$ cat config.mk
export PLATFORM = sky130hd
export DESIGN_NAME = plic_tl_arbiter_flat
export DESIGN_NICKNAME = d
export VERILOG_FILES = /design/src/rtl/plic_tl_arbiter_pkg.sv /design/src/rtl/plic_tl_arbiter_if.sv /design/src/rtl/plic_tl_arbiter_rr_arb2.sv /design/src/rtl/plic_tl_arbiter.sv /design/src/flat_wrapper.sv
export SDC_FILE = /design/constraint.sdc
export NUM_CORES = 1
export LEC_CHECK = 0
export ABC_AREA = 1
export BUFFER_PORTS_ARGS = -buffer_cell sky130_fd_sc_hd__buf_2
export CELL_PAD_IN_SITES_DETAIL_PLACEMENT = 1
export CELL_PAD_IN_SITES_GLOBAL_PLACEMENT = 2
export CORE_MARGIN = 2
export CORE_UTILIZATION = 21
export DETAILED_ROUTE_END_ITERATION = 10
export PLACE_DENSITY_LB_ADDON = 0.1
export SETUP_SLACK_MARGIN = 0.02
export SLEW_MARGIN = 20
export SYNTH_ARGS = -nofsm -noshare
export SYNTH_HDL_FRONTEND = slang
export SYNTH_SLANG_ARGS = --single-unit
$ cat constraint.sdc
create_clock -name arb_clock_i -period 3.5 [get_ports arb_clock_i]
set_clock_uncertainty 0.1 [all_clocks]
set_input_delay 0.175 -clock arb_clock_i [delete_from_list [all_inputs] [get_ports arb_clock_i]]
set_output_delay 0.175 -clock arb_clock_i [all_outputs]
set_load 0.02 [all_outputs]
$ cat src/rtl/plic_tl_arbiter_pkg.sv
// TileLink-UL types shared by the PLIC two-master arbiter and its bench.
// Slave-side source IDs carry one extra MSB holding the master index.
package tl_arb_pkg;

    localparam int TL_RS = 4;

    localparam logic [2:0] PUT_FULL        = 3'd0;
    localparam logic [2:0] PUT_PARTIAL     = 3'd1;
    localparam logic [2:0] GET             = 3'd4;
    localparam logic [2:0] ACCESS_ACK      = 3'd0;
    localparam logic [2:0] ACCESS_ACK_DATA = 3'd1;

    typedef struct packed {
        logic [2:0]       opcode;
        logic [2:0]       param;
        logic [1:0]       size;
        logic [TL_RS-1:0] source;
        logic [21:0]      address;
        logic [3:0]       mask;
        logic [31:0]      data;
        logic             corrupt;
    } tl_a_m_t;

    typedef struct packed {
        logic [2:0]     opcode;
        logic [2:0]     param;
        logic [1:0]     size;
        logic [TL_RS:0] source;
        logic [21:0]    address;
        logic [3:0]     mask;
        logic [31:0]    data;
        logic           corrupt;
    } tl_a_s_t;

    typedef struct packed {
        logic [2:0]       opcode;
        logic [1:0]       param;
        logic [1:0]       size;
        logic [TL_RS-1:0] source;
        logic             denied;
        logic [31:0]      data;
        logic             corrupt;
    } tl_d_m_t;

    typedef struct packed {
        logic [2:0]     opcode;
        logic [1:0]     param;
        logic [1:0]     size;
        logic [TL_RS:0] source;
        logic           denied;
        logic [31:0]    data;
        logic           corrupt;
    } tl_d_s_t;

    function automatic tl_a_s_t a_to_slave(input tl_a_m_t a, input logic idx);
        tl_a_s_t s;
        s.opcode  = a.opcode;
        s.param   = a.param;
        s.size    = a.size;
        s.source  = {idx, a.source};
        s.address = a.address;
        s.mask    = a.mask;
        s.data    = a.data;
        s.corrupt = a.corrupt;
        return s;
    endfunction

    function automatic tl_d_m_t d_to_master(input tl_d_s_t d);
        tl_d_m_t m;
        m.opcode  = d.opcode;
        m.param   = d.param;
        m.size    = d.size;
        m.source  = d.source[TL_RS-1:0];
        m.denied  = d.denied;
        m.data    = d.data;
        m.corrupt = d.corrupt;
        return m;
    endfunction

endpackage

$ cat src/rtl/plic_tl_arbiter_if.sv
// TileLink-UL link bundles: tl_m_if carries master-width source IDs,
// tl_s_if carries the widened slave-side IDs.
interface tl_m_if;
    import tl_arb_pkg::*;

    tl_a_m_t a_bits;
    logic    a_valid;
    logic    a_ready;
    tl_d_m_t d_bits;
    logic    d_valid;
    logic    d_ready;

    modport master (output a_bits, a_valid, d_ready, input a_ready, d_bits, d_valid);
    modport slave  (input a_bits, a_valid, d_ready, output a_ready, d_bits, d_valid);
endinterface

interface tl_s_if;
    import tl_arb_pkg::*;

    tl_a_s_t a_bits;
    logic    a_valid;
    logic    a_ready;
    tl_d_s_t d_bits;
    logic    d_valid;
    logic    d_ready;

    modport master (output a_bits, a_valid, d_ready, input a_ready, d_bits, d_valid);
    modport slave  (input a_bits, a_valid, d_ready, output a_ready, d_bits, d_valid);
endinterface

$ cat src/rtl/plic_tl_arbiter_rr_arb2.sv
// Two-way grant logic. PLIC_TL_ARB_RR_EN selects round-robin; otherwise
// master 0 has fixed priority and last_grant is kept but not consulted.
module tl_rr_arb2 (
    input  logic       clk,
    input  logic       rst,
    input  logic [1:0] elig,
    input  logic       take,
    output logic [1:0] gnt
);

    logic last_grant;

    always_comb begin
        // NOTE: gnt gets a default before any branch so no path can infer a latch.
        gnt = 2'b00;
        if (take) begin
`ifdef PLIC_TL_ARB_RR_EN
            if (&elig) gnt = last_grant ? 2'b01 : 2'b10;
            else       gnt = elig;
`else
            gnt = {elig[1] & ~elig[0], elig[0]};
`endif
        end
    end

    // Reset value 1 lets master 0 win the first contested round-robin slot.
    always_ff @(posedge clk) begin
        // NOTE: state registers use non-blocking assignments so every flop samples pre-edge values.
        if (rst)       last_grant <= 1'b1;
        else if (|gnt) last_grant <= gnt[1];
    end

`ifndef PLIC_TL_ARB_RR_EN
    logic unused_last_grant;
    assign unused_last_grant = last_grant;
`endif

endmodule

$ cat src/rtl/plic_tl_arbiter.sv
// Two-master TileLink-UL arbiter in front of the PLIC slave port with a registered
// A stage and per-master outstanding limits. Option macro: PLIC_TL_ARB_RR_EN.
module plic_tl_arbiter
    import tl_arb_pkg::*;
#(
    parameter int MAX_OUT = 4
) (
    input logic   arb_clock_i,
    input logic   arb_reset_i,
    tl_m_if.slave m0,
    tl_m_if.slave m1,
    tl_s_if.master s
);

    localparam int CW = $clog2(MAX_OUT + 1);
    localparam logic [CW-1:0] CNT_MAX = CW'(MAX_OUT);

    logic [CW-1:0] out_cnt [2];
    logic [1:0]    elig;
    logic [1:0]    gnt;
    logic [1:0]    cnt_dec;
    logic          loadable;
    logic          stage_vld;
    tl_a_s_t       stage;
    logic          d_idx;
    logic          d_fire;
    tl_d_m_t       d_m;

    assign loadable = !stage_vld || s.a_ready;
    assign elig     = {m1.a_valid && (out_cnt[1] < CNT_MAX),
                       m0.a_valid && (out_cnt[0] < CNT_MAX)};

    tl_rr_arb2 u_arb (
        .clk  (arb_clock_i),
        .rst  (arb_reset_i),
        .elig (elig),
        .take (loadable),
        .gnt  (gnt)
    );

    assign m0.a_ready = gnt[0];
    assign m1.a_ready = gnt[1];

    always_ff @(posedge arb_clock_i) begin
        if (arb_reset_i)   stage_vld <= 1'b0;
        else if (loadable) stage_vld <= |gnt;
    end

    // NOTE: the payload register has no reset; stage_vld alone qualifies it.
    always_ff @(posedge arb_clock_i) begin
        if (loadable && |gnt)
            stage <= gnt[1] ? a_to_slave(m1.a_bits, 1'b1) : a_to_slave(m0.a_bits, 1'b0);
    end

    assign s.a_valid = stage_vld;
    assign s.a_bits  = stage;

    // D responses return by the index bit the A stage prepended to the source.
    assign d_idx      = s.d_bits.source[TL_RS];
    assign d_m        = d_to_master(s.d_bits);
    assign m0.d_bits  = d_m;
    assign m1.d_bits  = d_m;
    assign m0.d_valid = s.d_valid && !d_idx;
    assign m1.d_valid = s.d_valid && d_idx;
    assign s.d_ready  = d_idx ? m1.d_ready : m0.d_ready;
    assign d_fire     = s.d_valid && s.d_ready;

    // A response with no outstanding request is a protocol error; the count holds at zero.
    assign cnt_dec[0] = d_fire && !d_idx && (out_cnt[0] != '0);
    assign cnt_dec[1] = d_fire && d_idx  && (out_cnt[1] != '0);

    always_ff @(posedge arb_clock_i) begin
        for (int n = 0; n < 2; n++) begin
            if (arb_reset_i)                 out_cnt[n] <= '0;
            else if (gnt[n] && !cnt_dec[n])  out_cnt[n] <= out_cnt[n] + CW'(1);
            else if (!gnt[n] && cnt_dec[n])  out_cnt[n] <= out_cnt[n] - CW'(1);
        end
    end

endmodule

$ cat src/flat_wrapper.sv
// flat-port wrapper written by rule: the top's interface ports become plain ports
module plic_tl_arbiter_flat import tl_arb_pkg::*;
#(
    parameter int MAX_OUT = 4
)
  (arb_clock_i, arb_reset_i, m0_a_bits, m0_a_valid, m0_d_ready, m0_a_ready, m0_d_bits, m0_d_valid, m1_a_bits, m1_a_valid, m1_d_ready, m1_a_ready, m1_d_bits, m1_d_valid, s_a_bits, s_a_valid, s_d_ready, s_a_ready, s_d_bits, s_d_valid);
  tl_m_if m0_i ();
  tl_m_if m1_i ();
  tl_s_if s_i ();
  input logic arb_clock_i;
  input logic arb_reset_i;
  input wire logic [$bits(m0_i.a_bits)-1:0] m0_a_bits;
  input wire logic [$bits(m0_i.a_valid)-1:0] m0_a_valid;
  input wire logic [$bits(m0_i.d_ready)-1:0] m0_d_ready;
  output wire logic [$bits(m0_i.a_ready)-1:0] m0_a_ready;
  output wire logic [$bits(m0_i.d_bits)-1:0] m0_d_bits;
  output wire logic [$bits(m0_i.d_valid)-1:0] m0_d_valid;
  input wire logic [$bits(m1_i.a_bits)-1:0] m1_a_bits;
  input wire logic [$bits(m1_i.a_valid)-1:0] m1_a_valid;
  input wire logic [$bits(m1_i.d_ready)-1:0] m1_d_ready;
  output wire logic [$bits(m1_i.a_ready)-1:0] m1_a_ready;
  output wire logic [$bits(m1_i.d_bits)-1:0] m1_d_bits;
  output wire logic [$bits(m1_i.d_valid)-1:0] m1_d_valid;
  output wire logic [$bits(s_i.a_bits)-1:0] s_a_bits;
  output wire logic [$bits(s_i.a_valid)-1:0] s_a_valid;
  output wire logic [$bits(s_i.d_ready)-1:0] s_d_ready;
  input wire logic [$bits(s_i.a_ready)-1:0] s_a_ready;
  input wire logic [$bits(s_i.d_bits)-1:0] s_d_bits;
  input wire logic [$bits(s_i.d_valid)-1:0] s_d_valid;
  assign m0_i.a_bits = m0_a_bits;
  assign m0_i.a_valid = m0_a_valid;
  assign m0_i.d_ready = m0_d_ready;
  assign m0_a_ready = m0_i.a_ready;
  assign m0_d_bits = m0_i.d_bits;
  assign m0_d_valid = m0_i.d_valid;
  assign m1_i.a_bits = m1_a_bits;
  assign m1_i.a_valid = m1_a_valid;
  assign m1_i.d_ready = m1_d_ready;
  assign m1_a_ready = m1_i.a_ready;
  assign m1_d_bits = m1_i.d_bits;
  assign m1_d_valid = m1_i.d_valid;
  assign s_a_bits = s_i.a_bits;
  assign s_a_valid = s_i.a_valid;
  assign s_d_ready = s_i.d_ready;
  assign s_i.a_ready = s_a_ready;
  assign s_i.d_bits = s_d_bits;
  assign s_i.d_valid = s_d_valid;
  plic_tl_arbiter #(.MAX_OUT(MAX_OUT)) u_core (.arb_clock_i(arb_clock_i), .arb_reset_i(arb_reset_i), .m0(m0_i), .m1(m1_i), .s(s_i));
endmodule
# After elaboration in Yosys (flattened, before gate mapping)
# Memory sizes are Yosys's and may differ from the RTL's.
# Cells that the tools add are included.
# Widths: inputs -> output; s select.
# totals
ff_bits	73
mem_bits_rw	6
in_bits	196
out_inout_bits	168
elab_cells	69
mem_count	1
# op_classes
n_addsub	4
magnitude_cmp	2
muxes	23
bitwise	6
reduce_logical	24
# memory_table
memory	depth	word_bits	rd	rd_ports_with_merged_regs	write_ports	line_no	text
u_core.out_cnt	2	3	2	0	2	plic_tl_arbiter.sv:18	logic [CW-1:0] out_cnt [2];
# ops
op	n
$mux 72	1
$mux 1	17
$logic_and 1x1->1	14
$mux 3	4
$add 3x1->3 const B	2
$logic_not 1->1	6
$lt 3x3->1 const B	2
$reduce_bool 3->1	2
$sub 3x1->3 const B	2
$or 1x1->1	4
$mux 2	1
$reduce_or 2->1	1
$and 1x1->1	1
$logic_or 1x1->1	1
$not 1->1	1

# Logic depth before layout (Yosys ltp)
# logic_depth
word_depth	12
mapped_depth	8
depth_no_buf	8

# Cells and area by module
# Synthesis repeated with hierarchy kept, for this count alone.
# unflattened
cells_unflattened	470
hier_area_um2	4307.9
# by_module_without_submodules
mod	instances	cells_each	area_per_inst_um2	seq_area_each_um2
plic_tl_arbiter	1	466	4290.4	2362.3
tl_rr_arb2	1	4	17.5	0.0

# Worst setup path after synthesis
# No wires, ideal clock.
# synth_timing
path_kind	register to register
from	memory u_core.out_cnt[1][2] (netlist name)
to	register u_core.stage (netlist bit u_core.s.a_bits[0]), enable pin
setup_ns	0.432
arrival_time_ns	2.499
t_required_ns	2.968
setup_slack_ns	0.469
path_stages_with_launch	6
path_buffers	2
period_less_slack_ns	3.031
path_cell_list	edfxtp_1 > nor2_1 > nand3_2 > buf_4 > buf_6 > nand2_1
# synth_lines
item	line_no	text
start, declared	plic_tl_arbiter.sv:18	
end signal, assigned	plic_tl_arbiter.sv:52	stage <= gnt[1] ? a_to_slave(m1.a_bits, 1'b1) : a_to_slave(m0.a_bits, 1'b0);
end, declared	plic_tl_arbiter.sv:24	tl_a_s_t stage;

==> metrics.md <==
| Metric | Value |
|---|---|
| Outcome | `finished clean` |
| Type of element capturing the critical path | `flip-flop` |
| Count of final max-slew check failures | `0` |
| Worst Setup Start Kind | `flip-flop` |
| Headroom to the max-slew limit | `50.9%` |
| Maximum fanout encountered on the critical timing path | `46` |
| Average routed wire per standard cell | `16.0 microns` |
| R2r worst-path depth | `7` |
| Setup TNS after final layout | `0 ns` |
| Clock root buffer master | `clkbuf_16` |
| Highest clock rate | `315 MHz` |
| Leakage power summed over all cells | `3.04 nW` |
| Maximum vdd ir drop | `199 uV` |
| Overall overflow remaining after global route | `0` |
| CTS tree | `yes` |
| CTS H-Tree Depth | `3` |
| Core outline area | `21200 sq um` |
| Final min period | `3.17 ns` |
| X dimension of the die | `151 microns` |
| Worst slew pin tran | `0.736 ns` |
| Via density per instance | `3.89` |
| Fraction of the cycle the final worst path needs | `90.6%` |
| Met1 track demand over resource | `15.0%` |
| RR Startpoint | `u_core.out_cnt[1][2]` |
| Number of antenna violations at the first check in global routing | `2` |
| Critical path type | `flip-flop to flip-flop` |
| IO Port Bufs | `228` |
| Worst-case register-to-register setup slack | `0.33 ns` |
| Vias | `3708` |
| Die height | `151 microns` |
| Unrepaired setup endpoints after global routing | `no` |
| Post-synthesis sequential area ratio | `51.7%` |
| Insertion delay of the later-clocked pin in the worst-skew pair | `0.34 ns` |
| Depth of the worst hold-timing path | `3` |
| Largest buffer count on any clock path | `2` |
| Commonest cells after routing, fill and taps aside | `buf_2, nand2_1, edfxtp_1, dlygate4sd3_1, nand2_2` |
| Pin count of the biggest net entering global routing | `47` |
| Wirelength, routed | `15200 microns` |
| Syn_nets | `663` |
| Number of violations of the max-capacitance limit | `0` |
| Ratio of cells with drive above 1 in the final layout | `46.1%` |
| Number of different library cells in the post-synthesis netlist | `22` |
| Crit path DAT | `3.28 ns` |
| Crit Reg-Reg Endpoint | `u_core.s.a_bits[69]` |
| GR met2 Demand/Resource | `22.1%` |
| Residual antenna-violating net count after detailed routing | `0` |
| Source of the worst hold timing path | `m0_a_bits[43]` |
| Final weighted congestion in routability-driven placement | `0.697` |
| Non-filler instance count after layout | `952` |
| Setup-violating endpoint count in the final report | `0` |
| Layer with the highest usage after global routing | `met2` |
| Commonest non-fill, non-tap cell in the layout | `buf_2` |
| Data required time at the worst endpoint | `3.61 ns` |
| First-pass GRT wire length | `22000 microns` |
| CTS Buf Count | `9` |
| Number of endpoints with negative hold slack in the final report | `0` |
| Number of global-route vias before repair | `4003` |
| Grt met3 use | `3.23%` |
| PwrDens | `486 nW/um^2` |
| DR DRC count | `0` |
| Path type of the worst min-delay path | `input port to flip-flop` |
| Synthesized netlist cell count | `463` |
| Mean instance size in the synthesized netlist | `9.87 sq um` |
| All-Layer GR Usage | `12.7%` |
| Layout-stage area growth over the synthesis result | `37.1%` |
| Register bit total from synthesis | `79` |
| I/O pin count | `364` |
| Dpl cells | `862` |
| Starting density of the core | `21.6%` |
| Number of iterations in the first detailed-routing pass | `4` |
| Total number of placement rows | `53` |
| Detail Placement HPWL | `11100 microns` |
| Yosys warning total | `0` |
| Post-layout net count | `869` |
| Hold WS | `0.0119 ns` |
| Post-CTS repair timing setup buffer count | `0` |
| Cell area after synthesis | `4570 sq um` |
| Hold worst-path end | `u_core.s.a_bits[43]` |
| Clock edge transition at the registers on the reported setup and hold paths | `0.07 ns` |
| Violation count after the first detailed-routing iteration | `94` |
| Sink Count | `79` |
| Floorplan die area | `22900 sq um` |
-- how the worst max path moves through the flow --
stage / cells past startpoint / from / end / slack (ns)
floorplan: 5 / u_core.out_cnt[1][2] / u_core.s.a_bits[0] / 0.47
global placement: 5 / u_core.out_cnt[1][2] / u_core.out_cnt[1][2] / 0.80
detailed placement: 5 / u_core.out_cnt[1][2] / u_core.out_cnt[1][1] / 0.64
CTS: 7 / u_core.out_cnt[1][2] / u_core.s.a_bits[69] / 0.23
global route: 7 / u_core.out_cnt[1][2] / u_core.s.a_bits[69] / 0.05
finish: 7 / u_core.out_cnt[1][2] / u_core.s.a_bits[69] / 0.33
-- through the flow --
stage / worst slack [ns] / utilization, % / power, W / area, sq um
2_1_floorplan: 0.469 / - / 0.00179 / 4570
3_3_place_gp: 0.797 / 24.6 / 0.00189 / 5210
3_5_place_dp: 0.640 / 24.6 / 0.00190 / 5210
4_1_cts: 0.227 / 29.6 / 0.00311 / 6260
5_1_grt: 0.0451 / 29.6 / 0.00321 / 6260
6_report: 0.330 / 29.6 / 0.00304 / 6260
-- cell type report --
type                       instances  area, sq um
clock inverter                     5          106
clock buffer                      11          233
tap                              275          344
fill                            2496        14900
sequential                        79         2360
inverter                          18         70.1
multi-input combinational        259         1240
antenna                            3         7.51
timing repair buffer             302         1900
-- cells in the mapped netlist --
cell type / count / share of area (%)
clkinv_2: 1 / 0.11
ha_1: 3 / 0.82
xnor2_1: 1 / 0.19
inv_1: 16 / 1.3
xor2_1: 2 / 0.38
inv_2: 1 / 0.082
buf_4: 91 / 15
buf_12: 7 / 3.1
nand2_1: 168 / 14
nor2_1: 3 / 0.25
o21ai_1: 1 / 0.11
clkbuf_1: 1 / 0.082
dfxtp_1: 1 / 0.44
nand4_1: 7 / 0.96
nand3_2: 2 / 0.44
fa_1: 1 / 0.44
buf_2: 1 / 0.11
edfxtp_1: 78 / 51
a21oi_1: 3 / 0.33
nand3_1: 7 / 0.77
nand2_2: 61 / 8.4
buf_6: 7 / 1.7
-- layer usage --
metal / share of wire, % / up-vias
met5: 0 / -
met1: 40 / 1706
met2: 49 / 153
met3: 8.1 / 53
li1: - / 1796
met4: 2.8 / 0
-- flip-flops by register name, summed over array words and instances (netlist names) --
register	cells
u_core.s.a_bits	72
u_core.out_cnt	6
u_core.s.a_valid	1
-- power by group --
part | internal (W) | total, W | switching [W]
Combinational | 0.000275 | 0.000712 | 0.000437
Clock | 0.000700 | 0.00110 | 0.000401
Sequential | 0.00120 | 0.00123 | 0.0000325
Total | 0.00217 | 0.00304 | 0.000870
-- logic make-up after synthesis --
group	Yosys count	share of synthesized area, %
simple gates	248	24.6
buf+inv	125	21.4
flops	79	51.7
compound gates	4	0.438
fa+ha+maj	4	1.26
xor+xnor	3	0.575
-- timing repair --
action	in CTS	in global routing
hold buffers	71	0
hold endpoints to repair	47	0
resized for setup	0	0
-- worst max-delay path, cell delays in order, from the launching register on --
cell and delay (ns):
edfxtp_1 0.43, nor2_1 0.20, nand3_4 0.51, inv_4 0.78, buf_12 0.32, nand2_2 0.06
nand2_1 0.05, dlygate4sd3_1 0.55
No activity file was read; power rests on OpenSTA's default activity.
